`src/rtl/trj_pkg.sv`:
```
// Shared types and helpers for the sequence trigger: FSM state encoding,
// stage-count width and a scalar masked-match helper.
package trj_pkg;

  typedef enum logic [1:0] {
    IDLE  = 2'd0,
    SEEK  = 2'd1,
    FIRED = 2'd2
  } trj_state_e;

  localparam int TRJ_MAX_W = 256;

  // Width needed to report 0..n matched stages.
  function automatic int TRJ_STAGE_W(input int n);
    return $clog2(n + 1);
  endfunction

  function automatic logic trj_match(input logic [TRJ_MAX_W-1:0] data,
                                     input logic [TRJ_MAX_W-1:0] pat,
                                     input logic [TRJ_MAX_W-1:0] mask);
    return (((data ^ pat) & mask) == '0);
  endfunction

endpackage

```
`src/rtl/trj_masked_cmp.sv`:
```
// Masked equality of one word against one stage pattern; a cleared mask bit
// is a don't-care, so an all-zero mask always matches.
module trj_masked_cmp #(
  parameter int DATA_W = 64
) (
  input  logic [DATA_W-1:0] data_i,
  input  logic [DATA_W-1:0] pattern_i,
  input  logic [DATA_W-1:0] mask_i,
  output logic              match_o
);

  logic [DATA_W-1:0] diff;

  assign diff    = (data_i ^ pattern_i) & mask_i;
  assign match_o = ~|diff;

endmodule

```
`src/rtl/trj_seq_trig.sv`:
```
// Sequence trigger: fires after NUM_STAGES masked patterns arrive in order,
// each within MAX_GAP cycles of the previous hit; sticky or one-cycle pulse.
(* dont_touch = "true" *)
module trj_seq_trig
  import trj_pkg::*;
#(
  parameter int                           DATA_W     = 64,
  parameter int                           NUM_STAGES = 4,
  parameter logic [NUM_STAGES*DATA_W-1:0] PATTERNS   = '1,
  parameter logic [NUM_STAGES*DATA_W-1:0] MASKS      = '1,
  parameter int                           MAX_GAP    = 1024,
  parameter bit                           STICKY     = 1'b1
) (
  input  logic                                clk,
  input  logic                                rst,
  input  logic                                en,
  input  logic                                clr,
  input  logic                                data_valid,
  input  logic [DATA_W-1:0]                   data,
  output logic                                trj_trigger,
  output logic [TRJ_STAGE_W(NUM_STAGES)-1:0]  stage
);

  localparam int            SW   = TRJ_STAGE_W(NUM_STAGES);
  localparam logic [SW-1:0] LAST = SW'(NUM_STAGES - 1);

  trj_state_e            state_q, state_d;
  logic [SW-1:0]         s_q, s_d;
  logic [NUM_STAGES-1:0] match_vec;
  logic [NUM_STAGES-1:0] hit_vec;
  logic                  hit_sel;
  logic                  timeout;

  for (genvar k = 0; k < NUM_STAGES; k++) begin : g_cmp
    trj_masked_cmp #(.DATA_W(DATA_W)) u_cmp (
      .data_i    (data),
      .pattern_i (PATTERNS[k*DATA_W +: DATA_W]),
      .mask_i    (MASKS[k*DATA_W +: DATA_W]),
      .match_o   (match_vec[k])
    );
  end

  // Qualifying with data_valid keeps unqualified (possibly X) data out of the FSM.
  assign hit_vec = match_vec & {NUM_STAGES{data_valid}};

  always_comb begin
    hit_sel = 1'b0;
    for (int k = 0; k < NUM_STAGES; k++) begin
      if (s_q == SW'(k)) hit_sel = hit_vec[k];
    end
  end

  // Gap counter runs only on idle cycles while partway through a sequence.
  if (MAX_GAP > 0) begin : g_gap
    localparam int GW = $clog2(MAX_GAP + 1);
    logic [GW-1:0] gap_q, gap_d;
    logic          gap_run;

    assign gap_run = en && !clr && (state_q == SEEK) && !data_valid && (s_q != '0);
    assign timeout = gap_run && (gap_q == GW'(MAX_GAP - 1));

    always_comb begin
      gap_d = '0;
      if (gap_run && !timeout) gap_d = gap_q + 1'b1;
    end

    always_ff @(posedge clk) begin
      if (rst) gap_q <= '0;
      else     gap_q <= gap_d;
    end
  end else begin : g_no_gap
    assign timeout = 1'b0;
  end

  always_ff @(posedge clk) begin
    if (rst) begin
      state_q <= IDLE;
      s_q     <= '0;
    end else begin
      state_q <= state_d;
      s_q     <= s_d;
    end
  end

  always_comb begin
    state_d = state_q;
    s_d     = s_q;
    if (!en) begin
      state_d = IDLE;
      s_d     = '0;
    end else if (clr) begin
      state_d = SEEK;
      s_d     = '0;
    end else begin
      unique case (state_q)
        IDLE: begin
          state_d = SEEK;
          s_d     = '0;
        end
        SEEK: begin
          if (hit_sel) begin
            if (s_q == LAST) begin
              state_d = FIRED;
              s_d     = '0;
            end else begin
              s_d = s_q + 1'b1;
            end
          end else if (data_valid) begin
            // A broken sequence may itself be the start of a new one.
            s_d = hit_vec[0] ? SW'(1) : '0;
          end else if (timeout) begin
            s_d = '0;
          end
        end
        FIRED: begin
          if (!STICKY) begin
            state_d = SEEK;
            s_d     = '0;
          end
        end
        default: begin
          state_d = IDLE;
          s_d     = '0;
        end
      endcase
    end
  end

  always_comb begin
    trj_trigger = (state_q == FIRED);
    unique case (state_q)
      SEEK:    stage = s_q;
      FIRED:   stage = SW'(NUM_STAGES);
      default: stage = '0;
    endcase
  end

endmodule

```
`config.mk`:
```
export PLATFORM = sky130hd
export DESIGN_NAME = trj_seq_trig
export DESIGN_NICKNAME = d
export VERILOG_FILES = /design/src/rtl/trj_pkg.sv /design/src/rtl/trj_masked_cmp.sv /design/src/rtl/trj_seq_trig.sv
export SDC_FILE = /design/constraint.sdc
export NUM_CORES = 1
export LEC_CHECK = 0
export BUFFER_PORTS_ARGS = -buffer_cell sky130_fd_sc_hd__buf_2
export CAP_MARGIN = 15
export CORE_ASPECT_RATIO = 1.5
export CORE_MARGIN = 3
export CORE_UTILIZATION = 35
export DETAILED_ROUTE_END_ITERATION = 6
export PLACE_DENSITY_LB_ADDON = 0.05
export SYNTH_ARGS = -nofsm -noshare
export SYNTH_HDL_FRONTEND = slang
export SYNTH_SLANG_ARGS = --single-unit
```
`constraint.sdc`:
```
create_clock -name clk -period 1.86 [get_ports clk]
set_input_delay 0.186 -clock clk [delete_from_list [all_inputs] [get_ports clk]]
set_output_delay 0.186 -clock clk [all_outputs]
set_load 0.05 [all_outputs]
```
==> reports/summary.txt, run 1 <==
run status - finished, final reports clean
max-slew violations - 0
Worst Path Class, Setup - flop to flop
Total Power - 607.3 uW
EDFF count, synth - 0
yosys warns - 0
GRT Total Usage - 17.33%
max cap viols - 0
Detailed Route WL - 2843 microns
Max VDD drop - 0.3946 mV
core area - 2532 sq um
clk_lat worst skew - 0.27 ns
starting density of the core - 37.65%
Final Util - 57.86%
Synth Instances - 113
crit share post-route - 94.92%
clock slew at reported path FFs - 0.08 ns
nature of the critical path endpoint - flop
post-DP HPWL - 2475 microns
initial DRC count - 19
Crit-path slowest cell - dfxtp_2
post-synthesis async set-or-reset flop share - 0%
Hold Buf Count CTS - 0
H-tree depth - 1
final non-filler cell total - 231
Multi-input gate area - 636.9 sq um
Die Wd - 48.62 microns
Leakage Power - 0.6597 nW
layout cells sized above 1 - 46.67%
# DRC - 0
P per Cell Area - 414.5 nW/um^2
worst-path cell chain - inv_2, ha_4, nand4b_1, nor4_2, nand4_1, and4bb_1, nor3_1, o311a_1
Seq. cell area - 321.6 sq um
Yosys cell types - 28
Max Clock Skew - 0.0009349 ns
Final Setup Violations - 0
post-synth top area share - 33.60%
Fillers - 265
Crit path arrival time - 1.93 ns
hold_ws - 0.1714 ns
initial antenna violation count - 0
syn_nets - 190
setup total negative slack - 0 ns
synth cell count leaders - 16 x dfxtp_1, 16 x nor2_1, 15 x nand4_1
number of global-route vias before repair - 1149
die area - 3399 sq um
vias - 1140
largest net degree at the start of global routing - 9
class of the worst hold path - primary input to flop
gpl congestion - 0.8280
nets - 274
Root Driver - clkbuf_4
Initial DRT Pass Iterations - 4
die height - 69.92 microns
final hold violation count - 0
final worst slack - 0.09450 ns
Max clock buf depth - 2
synthesized flop and latch total - 16
drt wl/cell - 12.31 microns
first-pass GRT wire length - 4823 microns
Seq/Total Area, Yosys - 33.60%
I/O Pins - 73
CP peak stage delay - 0.34 ns
cell area after layout - 1465 sq um
crit-path max FO - 3
ant diodes - 0
min cycle time layout - 1.766 ns
Synth area leader - dfxtp_1
Slew headroom - 75.10%
Syn Area/Cell - 8.437 sq um
Remaining Overflow, GRT - 0
CP required - 2.02 ns
clk sinks - 16
Fmax achieved - 566.4 MHz
Placed Cells - 226
Place WS - -0.01064 ns
CTS Buf Count - 3
top post-synthesis cells by area - dfxtp_1 34%, ha_1 10%, nand4_1 9.8%
Worst-Margin Slew - 0.3701 ns
Startpoint Class - flop
Core Rows - 22
ys flop type - dfxtp_1
CTS tree - built
Placed Area - 1409 sq um
RSZ-0062 raised after global routing - true
port bufs - 72
mapped cell area - 953.4 sq um
vias per cell - 4.935
Final ANT Viol Nets - 0
area delta synth->final - 53.68%
[report_power, final]
part	internal [mW]	switching (mW)
clock	0.0749	0.0923
sequential	0.344	0.000875
combinational	0.0625	0.0330
[registers in the layout (all words and copies together), names as in the netlist]
register,count
s_q,3
state_q,2
g_gap.gap_q,11
[per-layer routing]
layer,GRT usage (%),routed length (microns),vias up,part of all wire (%)
met5,0,0,-,0
met4,9.494,38,0,1.3
met3,5.117,267,4,9.4
met2,31.32,1546,50,54
met1,17.32,991,510,35
li1,-,-,576,-
[cell families (layout without fill, tap and decap cells)]
| logic type | count (synthesis) | after routing | synth area share [%] |
|---|---|---|---|
| AND/OR/NAND/NOR | 65 | 65 | 38.32 |
| flip-flops | 16 | 16 | 33.60 |
| AO/OA/AOI/OAI | 9 | 9 | 7.479 |
| adder cells (fa/ha/maj) | 8 | 8 | 10.50 |
| XOR/XNOR | 8 | 8 | 7.348 |
| buffers and inverters | 7 | 89 | 2.756 |
[path summary, 6_finish.rpt]
check / start / end / slack [ns] / cells past startpoint
worst max-delay path: state_q[0] / state_q[0] / 0.09 / 8
worst min-delay path: en / state_q[0] / 0.17 / 2
worst max register to register: state_q[0] / state_q[0] / 0.09 / 8
worst min register to register: g_gap.gap_q[10] / g_gap.gap_q[10] / 0.48 / 2
[repair_timing]
item,CTS,global route
pin swaps,1,0
hold endpoints to repair,0,0
resized for setup,0,5
buffers inserted,1,1
setup endpoints to repair,1,5
[critical path: cells and delay by family (launching register included)]
kind | cells | cell delay [ns]
AOI/OAI and AO/OA | 1 | 0.27
adders and majority gates | 1 | 0.15
buffers and inverters | 1 | 0.06
DFF | 1 | 0.34
and+or+nand+nor | 5 | 0.85
[final cells by class]
| type | count | share of cell area (%) |
|---|---|---|
| Sequential cell | 16 | 21.95 |
| Multi-Input combinational cell | 90 | 43.47 |
| Tap cell | 36 | 3.074 |
| Clock buffer | 3 | 1.537 |
| Timing Repair Buffer | 79 | 28.18 |
| Inverter | 7 | 1.793 |
[placed cells by master (no fill, tap or decap), types with 3 or more instances in the layout]
| master | count |
|---|---|
| nand3_1 | 6 |
| and2_1 | 3 |
| nor2_1 | 16 |
| nor3_1 | 3 |
| nor4_1 | 3 |
| clkbuf_4 | 3 |
| dfxtp_1 | 15 |
| inv_1 | 6 |
| nand2_1 | 4 |
| nand4_1 | 15 |
| buf_2 | 72 |
| xnor2_1 | 4 |
| xor2_1 | 4 |
| ha_1 | 7 |
| buf_4 | 7 |
No activity file was read; power rests on OpenSTA's default activity.
==> run 2, diff against run 1 <==
Settings changed: CELL_PAD_IN_SITES_DETAIL_PLACEMENT set to 0, CELL_PAD_IN_SITES_GLOBAL_PLACEMENT set to 1, CORE_UTILIZATION 35 to 23.
==> run 2 against run 1 <==
- flip-flop and latch count unchanged
- routed wire length increased by 15%
- largest cell class unchanged
- core utilization decreased by 19 points
- highest routed layer unchanged
- critical path type unchanged
==> reports/summary.txt, run 2 (synthesis gave the netlist of run 1 again) <==
Fmax achieved - 547.4 MHz
nature of the critical path endpoint - flop
starting density of the core - 24.08%
GRT Total Usage - 13.15%
final worst slack - 0.03334 ns
met3 routed WL - 294 microns
Largest Register - g_gap.gap_q
Slew headroom - 74.62%
Max VDD drop - 0.5140 mV
initial DRC count - 19
port bufs - 72
min cycle time layout - 1.827 ns
Seq. cell area - 321.6 sq um
Detailed Route WL - 3268 microns
clk_lat worst skew - 0.25 ns
ant diodes - 0
# DRC - 0
CTS tree - built
die area - 4970 sq um
Worst-Margin Slew - 0.3772 ns
class of the worst hold path - primary input to flop
largest net degree at the start of global routing - 10
Startpoint Class - flop
run status - finished, final reports clean
Core Rows - 28
Max Clock Skew - 0.005033 ns
leading cell type in the layout, fill and taps excluded - buf_2
most frequent cells in the layout - 72 x buf_2, 16 x nor2_1, 15 x nand4_1, 15 x dfxtp_1, 10 x buf_4
CP required - 2.00 ns
Hold Buf Count CTS - 0
max cap viols - 0
layout cells sized above 1 - 48.74%
Fillers - 423
clk sinks - 16
hold_ws - 0.2069 ns
Largest register FFs - 11
area delta synth->final - 61.15%
Remaining Overflow, GRT - 0
Crit path arrival time - 1.97 ns
I/O Pins - 73
Multi-input gate area - 641.9 sq um
vias - 1172
Leakage Power - 0.6868 nW
gpl congestion - 0.7599
Place WS - -0.06546 ns
vias per cell - 4.803
Total Power - 749.7 uW
clock slew at reported path FFs - 0.06 ns
Top Registers - g_gap.gap_q x11, s_q x3, state_q x2
crit share post-route - 98.21%
max-slew violations - 0
top layer in use - met4
post-DP HPWL - 2838 microns
Worst Reg-to-Reg Cells - 8
Worst Path Class, Setup - flop to flop
CTS Buf Count - 3
Final Util - 38.81%
drt wl/cell - 13.39 microns
Root Driver - clkbuf_8
first-pass GRT wire length - 5078 microns
Final Setup Violations - 0
crit-path max FO - 3
Die Wd - 58.57 microns
final hold violation count - 0
initial antenna violation count - 0
die height - 84.86 microns
DRT met1 WL - 1126 microns
setup total negative slack - 0 ns
H-tree depth - 1
RSZ-0062 raised after global routing - true
Initial DRT Pass Iterations - 4
met2 routed WL - 1782 microns
nets - 277
WHS Path Cells - 2
Final ANT Viol Nets - 0
number of global-route vias before repair - 1259
Max clock buf depth - 2
P per Cell Area - 487.9 nW/um^2
core area - 3959 sq um
[run 2: cell count changes in the layout (fill, tap and decap cells not counted), sizes merged]
| cell | previous run | this run |
|---|---|---|
| buf | 79 | 82 |
| clkbuf | 3 | 4 |
[run 2: worst max-delay path, cell delays in order, from the launching register on]
cell and delay, ns:
dfxtp_2 0.34, inv_2 0.05, ha_4 0.15, nand4b_1 0.17, nor4_2 0.16, nand4_1 0.15, and4bb_2 0.37, nor3_2 0.05
o311a_1 0.27
[run 2: final timing paths]
check	from	to	slack, ns
setup / recovery	state_q[0]	state_q[0]	0.03
hold / removal	en	state_q[0]	0.21
setup reg to reg	state_q[0]	state_q[0]	0.03
hold reg to reg	g_gap.gap_q[10]	g_gap.gap_q[10]	0.48
[run 2: timing repair]
item                                    in CTS  in global routing
setup buffers                                1                  2
endpoints found under the hold margin        0                  0
cloned                                       0                  0
pin swaps                                    2                  2
resized for setup                            2                  5
endpoints found under the setup margin       1                  4
[run 2: where the power goes]
group	internal, mW	switching [mW]
combinational	0.0644	0.0353
sequential	0.344	0.000938
clock	0.188	0.117
total	0.596	0.153
[run 2: metal layers]
layer,global-route usage (%),up-vias
met2,26.04,48
met3,1.826,6
met1,12.15,536
met5,0,-
met4,7.010,0
li1,-,582
[run 2: final cells by class]
type,count,area share [%]
multi-input cells,90,41.78
repair buffers,82,28.34
inverters,7,1.710
clock buffers,4,3.583
flip-flops and latches,16,20.93
well taps,45,3.665
[run 2: stage by stage]
stage	instances	area (sq um)
floorplan	113	965.9
global placement	237	1435
detailed placement	237	1435
CTS	242	1505
global route	244	1536
finish	244	1536
==> run 3, diff against run 2 <==
Settings changed: GPL_TIMING_DRIVEN set to 0.
==> run 3 against run 2 <==
- core utilization decreased by 1.2 points
- the run now ends with negative setup slack left
- clock power decreased by 2%
- highest routed layer unchanged
- first-iteration DRC count increased by 11%
- power decreased by 1.8%
- clock skew decreased by 0.0035 ns
- flip-flop and latch count unchanged
- final cell count decreased by 3.7%
- final area decreased by 3.1%
- sequential share of layout area increased by 0.67 points
==> reports/summary.txt, run 3 (synthesis gave the netlist of run 1 again) <==
min cycle time layout - 1.895 ns
WHS Path Cells - 2
ant diodes - 0
die height - 84.86 microns
Max clock buf depth - 2
P per Cell Area - 494.2 nW/um^2
# DRC - 0
CP delay by family, top - simple AND/OR/NAND/NOR gates
Remaining Overflow, GRT - 0
Max VDD drop - 0.4832 mV
Final ANT Viol Nets - 0
failing checks - negative setup slack
initial antenna violation count - 0
Initial DRT Pass Iterations - 2
CTS tree - built
Crit path depth - 8
CTS Buf Count - 3
gpl congestion - 0.7337
initial DRC count - 21
RSZ-0062 raised after global routing - true
nature of the critical path endpoint - flop
crit-path max FO - 6
Worst Path Class, Setup - flop to flop
Worst setup startpoint - state_q[0]
final hold violation count - 0
min-delay src - en
switching share of power - 19.54%
die area - 4970 sq um
Detailed Route WL - 2908 microns
hold_ws - 0.2046 ns
largest net degree at the start of global routing - 10
Largest register FFs - 11
sw power - 143.8 uW
max cap viols - 0
area delta synth->final - 56.17%
Slew headroom - 71.98%
max-slew violations - 0
final worst slack - -0.03474 ns
setup total negative slack - -0.03474 ns
most frequent cells in the layout - 72 x buf_2, 15 x nor2_1, 15 x nand4_1, 15 x dfxtp_1
run status - complete, but fails checks
CP required - 1.99 ns
Final Setup Violations - 1
Worst-Margin Slew - 0.4194 ns
reg-to-reg endpoint - state_q[0]
combinational fraction of design power - 12.6%
class of the worst hold path - primary input to flop
worst-path cell chain - inv_2, ha_4, nand4b_1, nor4_2, nand4_1, and4bb_1, nor3_1, o311a_1
clock share of power - 40.5%
GRT Total Usage - 10.94%
Root Driver - clkbuf_8
Place WS - -0.1720 ns
Top Registers - g_gap.gap_q x11, s_q x3, state_q x2
clk_lat worst skew - 0.24 ns
reg-to-reg slack, setup - -0.03 ns
Fmax achieved - 527.8 MHz
post-DP HPWL - 2477 microns
crit share post-route - 101.9%
layout cells sized above 1 - 48.95%
Worst Path Buf+Inv - 1
vias - 1102
Crit path arrival time - 2.02 ns
Leakage Power - 0.6551 nW
H-tree depth - 1
core area - 3959 sq um
sequential share of power - 47.0%
Max Clock Skew - 0.001539 ns
Worst Reg-to-Reg Cells - 8
Core Rows - 28
drt wl/cell - 12.37 microns
port bufs - 72
vias per cell - 4.689
clk sinks - 16
RR Startpoint - state_q[0]
Crit-path slowest cell - dfxtp_2
clock slew at reported path FFs - 0.06 ns
starting density of the core - 24.08%
I/O Pins - 73
Die Wd - 58.57 microns
number of global-route vias before repair - 1058
CP peak stage delay - 0.35 ns
Largest Register - g_gap.gap_q
first-pass GRT wire length - 4333 microns
Startpoint Class - flop
leading cell type in the layout, fill and taps excluded - buf_2
internal power - 592.1 uW
CP endpoint - state_q[0]
nets - 268
run 3: how the worst min path moves through the flow:
stage / endpoint / slack, ns
after floorplan: state_q[0] / 0.33
after global placement: g_gap.gap_q[0] / 0.45
after detailed placement: g_gap.gap_q[0] / 0.45
after CTS: state_q[0] / 0.20
after global routing: state_q[0] / 0.20
final: state_q[0] / 0.20
run 3: per-stage QoR:
stage / instance area (sq um) / total power, mW / cells / utilization, %
detailed placement: 1383 / 0.4437 / 230 / 34.92
CTS: 1450 / 0.7493 / 234 / 36.63
global route: 1489 / 0.7738 / 235 / 37.61
finish: 1489 / 0.7359 / 235 / 37.61
floorplan: 965.9 / 0.3704 / 113 / -
global placement: 1383 / 0.4419 / 230 / 34.92
run 3: cell type report:
type                       count  area (sq um)
multi-input combinational     90         661.9
fill                         418          2470
clock buffer                   4         55.05
inverter                       7         26.28
timing repair buffer          73         367.9
tap                           45         56.30
sequential                    16         321.6
run 3: power groups by stage:
stage               Clock (mW)  Sequential, mW  Combinational [mW]
finish                   0.298           0.346              0.0926
global route             0.325           0.345               0.103
CTS                      0.312           0.345              0.0923
detailed placement           0           0.352              0.0913
global placement             0           0.352              0.0896
floorplan                    0           0.352              0.0182
run 3: what timing repair did:
item                                   in CTS  in global routing
endpoints found under the hold margin       0                  0
setup buffers                               0                  1
pin swaps                                   2                  0
setup endpoints to repair                   4                 12
resized for setup                           4                  9
hold buffers                                0                  0
run 3: routing by layer:
layer | up-vias | GRT usage, % | wire length (microns)
met4 | 0 | 4.124 | 46
met2 | 48 | 21.36 | 1509
met3 | 6 | 1.979 | 271
met1 | 481 | 10.87 | 1080
li1 | 567 | - | -
met5 | - | 0 | 0
